File: config.mk
export PLATFORM = sky130hd
export DESIGN_NAME = gpio_pin_sampler
export DESIGN_NICKNAME = d
export VERILOG_FILES = /design/src/rtl/gpio_pin_sampler.sv
export SDC_FILE = /design/constraint.sdc
export NUM_CORES = 1
export LEC_CHECK = 0
export CAP_MARGIN = 20
export CORE_MARGIN = 3
export CORE_UTILIZATION = 40
export CTS_CLUSTER_DIAMETER = 150
export DETAILED_ROUTE_END_ITERATION = 8
export PLACE_DENSITY = 0.65
export SYNTH_ARGS = -nofsm -noshare
export SYNTH_HDL_FRONTEND = slang
export SYNTH_SLANG_ARGS = --single-unit
File: constraint.sdc
create_clock -name clock -period 1.03 [get_ports clock]
set_input_delay 0.2575 -clock clock [delete_from_list [all_inputs] [get_ports clock]]
set_output_delay 0.2575 -clock clock [all_outputs]
set_load 0.01 [all_outputs]
File: src/rtl/gpio_pin_sampler.sv
// GPIO input sampler: 2-flop sync, level filter (debounce under GPIO_DEBOUNCE_EN), sticky edge status, read port, irq.
// Pin edge to status in 3 cycles (3+DB_CYCLES with debounce); reads answered 1 cycle later, 1 per cycle, no stall.
module gpio_pin_sampler #(
   parameter int WIDTH     = 8,
   parameter int DB_CYCLES = 4
) (
   input  logic             clock,
   input  logic             reset,
   input  logic [WIDTH-1:0] pin_in,
   input  logic [WIDTH-1:0] rx_en,
   input  logic [WIDTH-1:0] rise_mask,
   input  logic [WIDTH-1:0] fall_mask,
   input  logic             rd_req,
   input  logic             rd_sel,
   output logic [WIDTH-1:0] rd_data,
   output logic             rd_valid,
   output logic             irq
);

   if (DB_CYCLES < 2 || DB_CYCLES > 255) begin : g_bad_db
      $error("gpio_pin_sampler: DB_CYCLES must be in 2..255");
   end

   logic [WIDTH-1:0] meta;
   logic [WIDTH-1:0] sync;
   logic [WIDTH-1:0] lvl;
   logic [WIDTH-1:0] armed;
   logic [WIDTH-1:0] status;
   logic [1:0]       warm;
   logic [WIDTH-1:0] upd;
   logic [WIDTH-1:0] lvl_nxt;
   logic [WIDTH-1:0] ev;
   logic [WIDTH-1:0] clr;
   logic [WIDTH-1:0] rd_view;

`ifdef GPIO_DEBOUNCE_EN
   logic [7:0] db_cnt [WIDTH];

   // A pin flips only after it has disagreed with lvl for DB_CYCLES straight cycles.
   always_comb begin
      upd = '0;
      for (int i = 0; i < WIDTH; i++) begin
         upd[i] = (sync[i] != lvl[i]) && (db_cnt[i] == 8'(DB_CYCLES));
      end
   end

   always_ff @(posedge clock) begin
      for (int i = 0; i < WIDTH; i++) begin
         if (!reset || sync[i] == lvl[i] || upd[i]) begin
            db_cnt[i] <= 8'd0;
         end else if (db_cnt[i] != 8'hff) begin
            db_cnt[i] <= db_cnt[i] + 8'd1;
         end
      end
   end
`else
   assign upd = sync ^ lvl;
`endif

   // warm[1] marks that sync now holds real pad samples rather than reset zeros.
   assign lvl_nxt = lvl ^ (upd & {WIDTH{warm[1]}});

   // The first lvl load after reset is silent until the pin has been armed.
   assign ev = ((lvl_nxt & ~lvl & rise_mask) | (~lvl_nxt & lvl & fall_mask)) & rx_en & armed;

   assign clr     = (rd_req && rd_sel) ? status : '0;
   assign rd_view = rd_sel ? status : (lvl & rx_en);

   always_ff @(posedge clock) begin
      if (!reset) begin
         meta     <= '0;
         sync     <= '0;
         warm     <= 2'b00;
         lvl      <= '0;
         armed    <= '0;
         status   <= '0;
         irq      <= 1'b0;
         rd_valid <= 1'b0;
         rd_data  <= '0;
      end else begin
         meta     <= pin_in;
         sync     <= meta;
         warm     <= {warm[0], 1'b1};
         lvl      <= lvl_nxt;
         armed    <= armed | ({WIDTH{warm[1]}} & (~(sync ^ lvl) | upd));
         // A new event outranks the read-clear on the same bit.
         status   <= (status & ~clr) | ev;
         irq      <= |status;
         rd_valid <= rd_req;
         if (rd_req) begin
            rd_data <= rd_view;
         end
      end
   end

endmodule

# == Word level (Yosys, flattened, before mapping) ==
# Index checks and enable logic that the tools add are counted.
# totals
ff_bits,52
latchBits,0
ram_bits,0
mem_bits_ro,0
in_bits,36
out_inout_bits,10
word_cells,35
mem_count,0
# op_classes
add_sub_neg,0
n_mul,0
div,0
magnitude_cmp,0
n_eq_ne,0
shifts,0
muxes,3
bitwise,20
n_reduce_logical,2
# ops
operator,n
$and A8 B8 Y8,10
$not A8 Y8,4
$or A8 B8 Y8,4
$mux W8,2
$xor A8 B8 Y8,2
$reduce_or A8 Y1,1
$logic_and A1 B1 Y1,1
$mux W1,1

# == Depth between registers and ports, before layout ==
# depth
word_depth,10
depth_mapped,4
depth_no_buf,3

# == Least setup slack after synthesis ==
# Ideal clock, no wire load.
# synth_path
path_kind,register to register
start,register warm[1]
end,register lvl[2]
setup_time_ns,0.116
arrival_time_ns,0.787
t_required_ns,0.914
path_slack_ns,0.127
stages_incl_launch_ff,5
n_path_buf,2
synth_period_minus_slack_ns,0.903
path_cell_list,dfxtp_1 > buf_6 > buf_6 > mux2i_1 > nor2b_1
# synth_via
elab_chain_cells,2
# synth_rtl
item,line_no,rtl
start: declaration,29,logic [1:0] warm;
start signal: assignment,83,"warm <= {warm[0], 1'b1};"
$and A8 B8 Y8,61,assign lvl_nxt = lvl ^ (upd & {WIDTH{warm[1]}});
$xor A8 B8 Y8,61,
end signal: assignment,84,lvl <= lvl_nxt;
end: declaration,26,logic [WIDTH-1:0] lvl;
# No other way between the ends.
# A chain may end at the register's enable or synchronous reset.

# == Worst setup path in the final report ==
# layout_path
start,register rd_data[6]
end,output rd_data[6]
# layout_rtl
item,line_no,rtl
start: declaration,15,"output logic [WIDTH-1:0] rd_data,"
start signal: assignment,91,rd_data <= rd_view;
# No word-level cell between the ends.

==> run metrics <==
status=completed; min Tclk post-route=1000 ps; Worst Hold Class=in -> reg; post-synthesis sequential area ratio=0.548; WL met3=144 um; post-route met1 wirelength=1.80 mm; number of enable flip-flop cells after synthesis=0; most frequent cell after synthesis=dfxtp_1; Rows=24; Total GRT Usage=0.146; fin cells=293; Rel. slew slack=0.828; Avg Cell Area, Syn=10.1 sq um; Util after Layout=0.572; slowest library cell on the worst path=dfxtp_2; antenna diode count=0; Initial DRT Pass Iterations=4; Final ANT Viol Nets=0; clock buffer depth=2; Synth cell types=20; Cell Chain, Critical Path=buf_2; H-tree depth=2; Via Count=1418; Core Region=4470 sq um; worst slew pin tran=257 ps; Critical path buffers and inverters=1; hold buffers post-CTS=0; VDD IR-drop max=0.863 mV; CTS tree=done; Reg clk slew, reported paths=90 ps; Area contributors post-synth=dfxtp_1 55%, nand3b_1 6.3%, and2_1 5.9%; FF+latch count, synth=52; gate count of the mapped netlist=189; crit path kind=reg -> out; number of CTS-inserted buffers=5; Synth top cells by count=52 x dfxtp_1, 24 x nand2_1, 18 x and2_1; post-synth top area cell=dfxtp_1; placed insts=286; Final Hold Fails=0; post-synth top area share=0.548; DRC=0; Die ar.=5610 sq um; largest net degree at the start of global routing=29; Placer Congestion=0.728; number of vias per cell=4.84; Root Buffer=clkbuf_8; type of origin of the critical path=register; die extent in x=74.9 um; total I/O pin count=46; Post-Syn Nets=225; Setup violations, final=0; Nets=277; First DRT Iteration DRCs=63; worst slack, placed=-408 ps; Max-Cap Viols=0; initial antenna violation count=0; worst path arrival time=740 ps; Slew Limit Fails=0; PwrDens=1600 nW/um^2; crit-path leading delay family=flip-flops; fraction of registers with async set/reset=0; layout cells sized above 1=0.158; WL/cell=12.6 um; DP HPWL=2.79 mm; slowest stage delay, CP=320 ps; Overflow after GRT=0; clk sinks=52; Synth Flop Type=dfxtp_1; Area Growth Syn to Fin=34.7%; top sig layer=met4; Clk Latency, worst-skew pair=290 ps; drt total wl=3.70 mm; Lkg Pwr=0.000968 uW; first-pass GRT wire length=6.22 mm; Critical Path End Type=output pin; Synth Cell Area=1900 sq um; Worst Path Required=770 ps; Final Worst Setup Slack=30.4 ps; Routed met2 length=1.71 mm; RSZ-0062 raised after global routing=yes; Worst Path Max Fanout=2; Tcrit/Tclk final=0.971; maximum clock frequency=1000 MHz; initial core utilization=0.425; number of I/O port buffers=45; via count of the first global-routing pass=1292; clk_skew=5.57 ps; Die Span Y=74.9 um; Yosys warning count=0
[repair_timing]
action | in CTS | in global routing
gates resized for setup | 50 | 8
pin swaps | 1 | 0
buffers inserted | 0 | 0
setup endpoints to repair | 54 | 20
[where the power goes]
group | total (uW) | internal [uW] | switching, uW
logic | 376 | 241 | 136
clock network | 1570 | 956 | 618
registers | 2130 | 2090 | 41.5
[cells in the final DEF (no fill, tap or decap), drive strengths merged]
master,count
dfxtp,52
nor2,8
dlygate4sd2,2
bufinv,2
dlymetal6s2s,1
clkdlybuf4s50,32
and2,18
a31oi,8
nor2b,8
nand2,25
mux2i,8
a21boi,2
a22o,8
clkbuf,5
o21a,8
nand3b,16
buf,20
o21ai,16
nor4,2
[path summary, 6_finish.rpt]
check / slack (ps) / cells past startpoint / startpoint / end
setup reg to reg: 150 / 3 / warm[1] / lvl[3]
setup / recovery: 30 / 1 / rd_data[6] / rd_data[6]
hold / removal: 420 / 3 / rd_req / rd_data[0]
hold reg to reg: 440 / 1 / meta[5] / sync[5]
[state kept, by name (all words and copies together) (netlist names)]
register and cells:
sync 8, rd_valid 1, meta 8, lvl 8
rd_data 8, status 8, armed 8, warm 2
irq 1
[metrics by stage]
stage / area [sq um] / total power, uW / hold WS (ps) / setup TNS, ps
6_report: 2560 / 4080 / 421 / 0
5_1_grt: 2560 / 4250 / 447 / -0.398
4_1_cts: 2520 / 4110 / 440 / 0
3_5_place_dp: 2430 / 2560 / 418 / -18260
3_3_place_gp: 2430 / 2560 / 414 / -18070
2_1_floorplan: 1900 / 2340 / 285 / 0
[routing by layer]
metal	up-vias	GRT usage
met3	4	0.0334
met4	0	0.0534
met2	26	0.219
met5	-	0
met1	641	0.207
li1	747	-
[cells by family after synthesis]
| logic type | Yosys count | share of synthesized area |
|---|---|---|
| buf+inv | 10 | 0.0375 |
| flops | 52 | 0.548 |
| simple gates | 77 | 0.222 |
| compound gates | 42 | 0.151 |
| mux | 8 | 0.0421 |
[area by class of cell]
class	count	area (sq um)
fillers	415	1910
flip-flops and latches	52	1050
multi-input cells	127	788
well taps	52	65.1
clock buffers	5	68.8
clock inverters	2	60.1
repair buffers	55	526
Power figures use the tool's default switching activity.
